## config.mk

```make
export PLATFORM = sky130hd
export DESIGN_NAME = text_writer
export DESIGN_NICKNAME = d
export VERILOG_FILES = /design/src/rtl/text_pkg.sv /design/src/rtl/text_writer.sv
export SDC_FILE = /design/constraint.sdc
export NUM_CORES = 1
export LEC_CHECK = 0
export ABC_AREA = 1
export BUFFER_PORTS_ARGS = -buffer_cell sky130_fd_sc_hd__buf_2
export CORE_ASPECT_RATIO = 0.8
export CORE_MARGIN = 4
export CORE_UTILIZATION = 40
export DETAILED_ROUTE_END_ITERATION = 10
export SYNTH_ARGS = -nofsm -noshare
export SYNTH_HDL_FRONTEND = slang
export SYNTH_SLANG_ARGS = --single-unit
```

## constraint.sdc

```tcl
create_clock -name i_clk -period 2.8 [get_ports i_clk]
set_input_delay 0.14 -clock i_clk [delete_from_list [all_inputs] [get_ports i_clk]]
set_output_delay 0.14 -clock i_clk [all_outputs]
set_load 0.05 [all_outputs]
```

## src/rtl/text_pkg.sv

```systemverilog
`default_nettype none
// ============================================================================
//  Module   : text_pkg
//  Purpose  : Shared constants for the serial terminal text writer: default
//             screen geometry, the blank fill character, control codes,
//             the writer state encoding and the received-byte classifier.
//  Ports    : none (package)
//  Revision : 1.0  initial release
// ============================================================================
package text_pkg;

  // Default screen geometry and fill character
  localparam int          COLS  = 40;
  localparam int          ROWS  = 30;
  localparam logic [7:0]  BLANK = 8'h20;

  // Control codes acted upon by the writer
  localparam logic [7:0]  CC_BS  = 8'h08;
  localparam logic [7:0]  CC_TAB = 8'h09;
  localparam logic [7:0]  CC_LF  = 8'h0A;
  localparam logic [7:0]  CC_FF  = 8'h0C;
  localparam logic [7:0]  CC_CR  = 8'h0D;

  // Writer states
  localparam logic [1:0]  ST_IDLE     = 2'd0;
  localparam logic [1:0]  ST_CLR_SCR  = 2'd1;
  localparam logic [1:0]  ST_CLR_LINE = 2'd2;

  typedef enum logic [2:0] {
    CLS_IGNORE,
    CLS_PRINT,
    CLS_CR,
    CLS_LF,
    CLS_BS,
    CLS_TAB,
    CLS_FF
  } byte_class_e;

  // Maps a received byte onto the action the writer takes for it.
  function automatic byte_class_e classify_byte(input logic [7:0] b);
    byte_class_e cls;
    cls = CLS_IGNORE;
    if (b >= 8'h20 && b <= 8'h7E) begin
      cls = CLS_PRINT;
    end else begin
      case (b)
        CC_CR:   cls = CLS_CR;
        CC_LF:   cls = CLS_LF;
        CC_BS:   cls = CLS_BS;
        CC_TAB:  cls = CLS_TAB;
        CC_FF:   cls = CLS_FF;
        default: cls = CLS_IGNORE;
      endcase
    end
    return cls;
  endfunction

endpackage
`default_nettype wire

```

## src/rtl/text_writer.sv

```systemverilog
`default_nettype none
// ============================================================================
//  Module   : text_writer
//  Purpose  : Consumes bytes from the UART receiver, writes printable chars
//             into text RAM, interprets control codes, and scrolls by
//             rotating the RAM row shown at screen row 0.
//  Ports    : i_clk/i_rstn      pixel clock, async active-low reset
//             i_rx_data/valid   received byte handshake, o_rx_ready accepts
//             o_we/o_waddr/o_wdata  text RAM write port {ram_row, col}
//             o_wr_cell_x/y     write cursor in screen coordinates
//             o_top_row         RAM row displayed at screen row 0
//  Revision : 1.0  initial release
// ============================================================================
module text_writer #(
  parameter int         COLS  = text_pkg::COLS,
  parameter int         ROWS  = text_pkg::ROWS,
  parameter logic [7:0] BLANK = text_pkg::BLANK
) (
  input  logic        i_clk,
  input  logic        i_rstn,
  input  logic [7:0]  i_rx_data,
  input  logic        i_rx_valid,
  output logic        o_rx_ready,
  output logic        o_we,
  output logic [10:0] o_waddr,
  output logic [7:0]  o_wdata,
  output logic [5:0]  o_wr_cell_x,
  output logic [4:0]  o_wr_cell_y,
  output logic [4:0]  o_top_row
);

  import text_pkg::*;

  localparam logic [5:0] c_COLS_M1 = 6'(COLS - 1);
  localparam logic [4:0] c_ROWS_M1 = 5'(ROWS - 1);
  localparam logic [5:0] c_ROWS    = 6'(ROWS);

  logic [1:0]  state_q, state_d;
  logic [5:0]  x_q, x_d;
  logic [4:0]  y_q, y_d;
  logic [4:0]  top_q, top_d;
  logic        we_q, we_d;
  logic [10:0] waddr_q, waddr_d;
  logic [7:0]  wdata_q, wdata_d;
  logic [4:0]  crow_q, crow_d;    // clear pointer: RAM row
  logic [5:0]  ccol_q, ccol_d;    // clear pointer: column

  byte_class_e w_cls;
  logic [5:0]  w_row_sum;
  logic [4:0]  w_cur_row;
  logic [4:0]  w_top_inc;
  logic [6:0]  w_tab_raw;
  logic [5:0]  w_tab_x;
  logic        w_nl;

  assign w_cls = classify_byte(i_rx_data);

  // RAM row of the cursor: (y + top) mod ROWS, both operands < ROWS so one
  // conditional subtract is enough.
  assign w_row_sum = {1'b0, y_q} + {1'b0, top_q};
  assign w_cur_row = (w_row_sum >= c_ROWS) ? 5'(w_row_sum - c_ROWS) : w_row_sum[4:0];
  assign w_top_inc = (top_q == c_ROWS_M1) ? 5'd0 : top_q + 5'd1;

  // Next tab stop computed one bit wider so x=56..63 cannot wrap to 0.
  assign w_tab_raw = {1'b0, x_q[5:3], 3'b000} + 7'd8;
  assign w_tab_x   = (w_tab_raw > {1'b0, c_COLS_M1}) ? c_COLS_M1 : w_tab_raw[5:0];

  always_comb begin
    state_d = state_q;
    x_d     = x_q;
    y_d     = y_q;
    top_d   = top_q;
    we_d    = 1'b0;
    waddr_d = waddr_q;
    wdata_d = wdata_q;
    crow_d  = crow_q;
    ccol_d  = ccol_q;
    w_nl    = 1'b0;

    case (state_q)
      ST_IDLE: begin
        if (i_rx_valid) begin
          case (w_cls)
            CLS_PRINT: begin
              we_d    = 1'b1;
              waddr_d = {w_cur_row, x_q};
              wdata_d = i_rx_data;
              if (x_q == c_COLS_M1) begin
                x_d  = 6'd0;
                w_nl = 1'b1;
              end else begin
                x_d = x_q + 6'd1;
              end
            end
            CLS_CR:  x_d  = 6'd0;
            CLS_LF:  w_nl = 1'b1;
            CLS_BS:  if (x_q != 6'd0) x_d = x_q - 6'd1;
            CLS_TAB: x_d  = w_tab_x;
            CLS_FF: begin
              x_d     = 6'd0;
              y_d     = 5'd0;
              top_d   = 5'd0;
              crow_d  = 5'd0;
              ccol_d  = 6'd0;
              state_d = ST_CLR_SCR;
            end
            default: ;
          endcase

          // At the bottom line the screen scrolls: the old top RAM row
          // becomes the new bottom line and is blanked.
          if (w_nl) begin
            if (y_q != c_ROWS_M1) begin
              y_d = y_q + 5'd1;
            end else begin
              top_d   = w_top_inc;
              crow_d  = top_q;
              ccol_d  = 6'd0;
              state_d = ST_CLR_LINE;
            end
          end
        end
      end

      ST_CLR_SCR: begin
        we_d    = 1'b1;
        waddr_d = {crow_q, ccol_q};
        wdata_d = BLANK;
        if (ccol_q == c_COLS_M1) begin
          ccol_d = 6'd0;
          if (crow_q == c_ROWS_M1) begin
            crow_d  = 5'd0;
            state_d = ST_IDLE;
          end else begin
            crow_d = crow_q + 5'd1;
          end
        end else begin
          ccol_d = ccol_q + 6'd1;
        end
      end

      ST_CLR_LINE: begin
        we_d    = 1'b1;
        waddr_d = {crow_q, ccol_q};
        wdata_d = BLANK;
        if (ccol_q == c_COLS_M1) begin
          ccol_d  = 6'd0;
          state_d = ST_IDLE;
        end else begin
          ccol_d = ccol_q + 6'd1;
        end
      end

      default: state_d = ST_CLR_SCR;
    endcase
  end

  always_ff @(posedge i_clk or negedge i_rstn) begin
    if (!i_rstn) begin
      state_q <= ST_CLR_SCR;
      x_q     <= 6'd0;
      y_q     <= 5'd0;
      top_q   <= 5'd0;
      we_q    <= 1'b0;
      waddr_q <= 11'd0;
      wdata_q <= BLANK;
      crow_q  <= 5'd0;
      ccol_q  <= 6'd0;
    end else begin
      state_q <= state_d;
      x_q     <= x_d;
      y_q     <= y_d;
      top_q   <= top_d;
      we_q    <= we_d;
      waddr_q <= waddr_d;
      wdata_q <= wdata_d;
      crow_q  <= crow_d;
      ccol_q  <= ccol_d;
    end
  end

  assign o_rx_ready  = (state_q == ST_IDLE);
  assign o_we        = we_q;
  assign o_waddr     = waddr_q;
  assign o_wdata     = wdata_q;
  assign o_wr_cell_x = x_q;
  assign o_wr_cell_y = y_q;
  assign o_top_row   = top_q;

endmodule
`default_nettype wire

```

### Yosys cells after proc, flatten, opt, wreduce, memory -nomap -nowiden

Cells that the tools add are included.

* bitwise logic cells: 0
* reduce and logical (&&, ||, !) cells: 14
* divide/modulo/power cells: 0
* add/sub/neg operators: 9
* magnitude comparators: 4
* shifts and indexed selects: 0
* eq/ne operators: 24
* multiplexer cells: 48
* $mul: 0

Operators by type and width (number)
* $mux W5: 14
* $mux W6: 8
* $eq A8 B4 Y1 const B: 5
* $pmux W6 S4: 1
* $mux W11: 2
* $pmux W11 S2: 1
* $mux W8: 2
* $pmux W8 S2: 1
* $add A5 B1 Y5 const B: 3
* $pmux W3 S5: 1
* $mux W2: 7
* $add A6 B1 Y6 const B: 2
* $eq A6 B6 Y1 const B: 2
* $pmux W6 S2: 1
* $eq A5 B5 Y1 const B: 2
* $ne A2 B2 Y1 const B: 5
* $pmux W5 S2: 1
* $eq A3 B3 Y1 const B: 3
* $ge A8 B6 Y1 const B: 1
* $le A8 B7 Y1 const B: 1
* $reduce_and A4 Y1: 2
* $add A6 B4 Y7 const B: 1
* $gt A7 B6 Y1 const B: 1
* $add A5 B5 Y6: 1
* 21 further kinds: 31

* word-level logic and storage cells: 108
* memories: 0
* memory bits (read-only): 0
* register bits after elaboration: 49
* latch bits: 0
* RAM bits: 0
* bits of input ports: 11

### Logic depth before layout (Yosys ltp)

* word-level depth: 10
* depth in mapped cells: 14

### Least setup slack after synthesis

OpenSTA, ideal clock, no wires.

* path kind: register to register
* from: reg top_q[0], in the netlist o_top_row[0]
* to: reg waddr_q[9], in the netlist o_waddr[9]
* library setup time: 118 ps
* data arrival time: 2177 ps
* setup slack: 505 ps
* stages on the path, launching flop included: 14
* cells stage by stage: dfrtp_1 > ha_1 > inv_1 > fa_1 > inv_1 > nand2_1 > nand2_1 > inv_1 > ha_1 > xnor2_1 > nand2_1 > nand3_1 > nand2_1 > nand2_1

* cells in the longest elaborated chain, start to end: 6
* elaborated cells on any way between the ends: 7

RTL lines
* start: declaration: line text_writer.sv:41 `logic [4:0] top_q, top_d;`
* start signal: assignment: line text_writer.sv:173 `top_q <= top_d;`
* $add A5 B5 Y6 (*): line text_writer.sv:60 `assign w_row_sum = {1'b0, y_q} + {1'b0, top_q};`
* $sub A5 B5 Y5 / $ge A6 B5 Y1 (equally long branches): line text_writer.sv:61 `assign w_cur_row = (w_row_sum >= c_ROWS) ? 5'(w_row_sum - c_ROWS) : w_row_sum[4:0];`
* $mux W5 (*): line text_writer.sv:61
* $mux W11 (*): line text_writer.sv:83 `case (w_cls)`
* $mux W11 (*): line text_writer.sv:82 `if (i_rx_valid) begin`
* $pmux W11 S2 (*): line text_writer.sv:80 `case (state_q)`
* end signal: assignment: line text_writer.sv:175 `waddr_q <= waddr_d;`
* end: declaration: line text_writer.sv:43 `logic [10:0] waddr_q, waddr_d;`

Every way passes the cells marked *; elsewhere a longest branch is shown, timed or not. The select of a mux whose other input is x is not followed.
A chain may end at the register's enable or synchronous reset.

### Worst setup path in the final report

* from: reg state_q[1]
* to: reg waddr_q[9], in the netlist o_waddr[9]

* cells in the longest elaborated chain, start to end: 4
* elaborated cells on any way between the ends: 9

RTL lines
* start: declaration: line text_writer.sv:38 `logic [1:0] state_q, state_d;`
* start signal: assignment: line text_writer.sv:170 `state_q <= state_d;`
* $eq A2 B2 Y1 / $eq A2 B1 Y1 (equally long branches): line text_writer.sv:80
* $reduce_or A2 Y1 (no line)
* $reduce_bool A2 Y1 (no line)
* $reduce_and A3 Y1 (no line)

Parallel ways exist; a longest one is shown, timed or not.

==> run metrics <==
yosys synthesis warning count=0; Final period util=0.825; I/O pin cnt=between 40 and 50; top area cells in the synthesized netlist=dfrtp_1 31%, nand2_1 15%, ha_1 7.2%; final core utilization=0.468; pins over their slew limit=0; biggest fanout along the worst timing path=19; fraction of registers with async set/reset=1.00; routed via count divided by cell count=approximately 5.2; wire length of the first global-routing pass=16.8 mm; chain of cells forming the critical path=inv_1, ha_1, nand2_2, inv_1, nand3_2, nand2_4, inv_2, a21oi_1, nand2_1, nand2_1; number of different library cells in the post-synthesis netlist=43; arrival time worst endpoint=between 2 and 3 ns; area of the die=0.0112 mm²; setup TNS after final layout=0 ns; standby leakage power=approximately 2.2 nW; element type at the critical path start=register; Die Span X=117 µm; Power per Cell Area=approximately 1000 mW/mm²; maximum number of pins on one net before global-route repair=27; count of port buffers added during placement=47; post-DP HPWL=7.53 mm; Max-slew headroom=0.608; y dimension of the die=roughly 95 µm; top cell type by total area after synthesis=dfrtp_1; root buffer cell=clkbuf_16; Hold-fix buffers, CTS=1; Max stage delay cell, worst path=dfrtp_1; unrepaired setup endpoints after global routing=no; shortest clock period the worst path allows after layout=about 2.3 ns; total number of vias=about 3600; antenna violations before repair=0; average instance area after synthesis=7.19 µm²; net count of the mapped netlist=roughly 570; Fill cells=roughly 930; Max Cap Viol=0; final instance count without filler cells=about 700; leading register cell type out of synthesis=dfrtp_1; clock transition at the registers of the reported paths=about 0.07 ns; highest clock frequency the design can meet=about 430 MHz; Gate Count Post-Synth=between 500 and 600; buffers inserted by post-CTS timing repair=0; total gr overflow=0; critical path class=register to register; area of the mapped netlist=0.00382 mm²; crit path capture type=register; area share of the largest cell type after synthesis=0.308; later-pin clock latency in the skew report=just under 0.3 ns; clock tree from TritonCTS=done; Inserted Clock Buffers=5; Initial Util=0.416; final weighted congestion in routability-driven placement=roughly 0.9; Least-Margin Pin Slew=0.588 ns; average detailed-routed wire length per instance=14.3 µm; Placeable Area=between 0.009 and 0.01 mm²; Routed WL=9.87 mm; Std-Cell Rows=31; number of diodes=0; net count of the finished layout=610; P&R area growth vs syn=12.4%; CTS H-Tree Depth=2; number of endpoints with negative hold slack in the final report=0; CP max stage delay=~0.40 ns; instance count after placement with tap cells included=around 680; maximum ir drop on the vdd rail=about 0.64 mV; sequential fraction of the synthesis area=0.321; Clock Path Buffers=2; Post-synth EDFFs=0; total routing resource utilization after global routing=0.182; final setup violation count=0; Hold/Removal Path Class=input pin to register; sink count of the clock tree=approximately 50; share of layout cells above drive strength 1=0.170; 1st-pass router iterations=5; Gates resized, CTS repair=0; final antenna-violating net count=0; outcome=completed; vias in the first global route=around 3400; synthesis-stage register bit count=a little under 50; data required time of the critical path=about 3 ns; clk_skew=0.00386 ns; drt drc=0; Initial DRC Count=approximately 180
-- metrics by stage --
stage | setup slack, ns | power [mW] | area, µm² | hold WS, ns
final | 0.491 | 4.48 | 4300 | 0.137
after global routing | 0.279 | 4.84 | 4300 | 0.138
after CTS | 0.499 | 4.50 | 4300 | 0.127
after detailed placement | 0.516 | 3.78 | 4120 | 0.168
after global placement | 0.633 | 3.73 | 4120 | 0.158
after floorplan | 0.505 | 3.20 | 3820 | -0.156
-- logic make-up after synthesis --
kind of cell	share of synthesized area
buffers and inverters	0.0893
AO/OA/AOI/OAI	0.119
flip-flops	0.321
AND/OR/NAND/NOR	0.356
adder cells (fa/ha/maj)	0.0772
XOR/XNOR	0.0367
-- registers in the layout, summed over array words and instances, names as in the netlist --
signal       cells
crow_q           5
o_we             1
ccol_q           6
o_wr_cell_y      5
o_wdata          8
state_q          2
o_top_row        5
o_wr_cell_x      6
o_waddr         11
-- placed cells by master (no fill, tap or decap), types with 13 or more instances in the layout --
master   Yosys  final
a21oi_1     29     29
buf_2        8     47
dfrtp_1     47     47
ha_1        22     22
inv_1       48     48
nand2_1    149    149
nand3_1     43     43
nand4_1     16     16
nor2_1      51     51
o21ai_0     27     27
xor2_1      13     13
-- worst max-delay path: cells and delay by family (launching register included) --
family / cells / cell delay (ns)
buf+inv: 3 / 0.65
fa+ha+maj: 1 / 0.24
flops: 1 / 0.40
simple gates: 5 / 0.77
compound gates: 1 / 0.18
-- routing by layer --
layer,GRT usage,vias up,routed length [µm]
met5,0,-,0
met4,0.0449,0,112
met3,0.0332,11,495
met2,0.292,87,4400
met1,0.257,1677,4860
li1,-,1832,-
-- worst paths after layout --
check / from / endpoint / slack (ns) / cells past startpoint
max: state_q[1]$_DFFE_PN0P_ / o_waddr[9]$_DFFE_PN0P_ / 0.49 / 10
min: i_rx_data[4] / o_wdata[4]$_DFFE_PN0P_ / 0.14 / 3
max reg2reg: state_q[1]$_DFFE_PN0P_ / o_waddr[9]$_DFFE_PN0P_ / 0.49 / 10
min reg2reg: o_waddr[8]$_DFFE_PN0P_ / o_waddr[8]$_DFFE_PN0P_ / 0.48 / 2
max in group asynchronous: i_rstn / state_q[0]$_DFFE_PN1P_ / 1.61 / 3
min in group asynchronous: i_rstn / o_wr_cell_x[1]$_DFFE_PN0P_ / 0.38 / 2
-- area by class of cell --
cell class                      instances  area (µm²)  area share
Inverter                               55         214      0.0498
Clock buffer                            5         125      0.0291
Tap cell                              115         144      0.0335
Multi-Input combinational cell        411        2250       0.524
Clock inverter                          3        43.8      0.0102
Sequential cell                        49        1230       0.286
Timing Repair Buffer                   54         290      0.0675
-- synth_stat cells, types with 3 or more instances --
cell	n
a21oi_1	29
a31oi_1	8
buf_2	8
buf_4	4
buf_6	3
dfrtp_1	47
ha_1	22
inv_1	48
inv_2	4
nand2_1	149
nand2_2	4
nand2_4	4
nand3_1	43
nand4_1	16
nor2_1	51
nor2_2	5
nor3_1	8
o21ai_0	27
o21ai_1	7
xnor2_1	3
xor2_1	13
-- power by group --
part	switching [mW]	internal (mW)	total (mW)
clock	0.283	0.424	0.707
sequential	0.295	0.983	1.28
combinational	1.75	0.742	2.49
total	2.33	2.15	4.48
(Power assumes the default switching activity.)
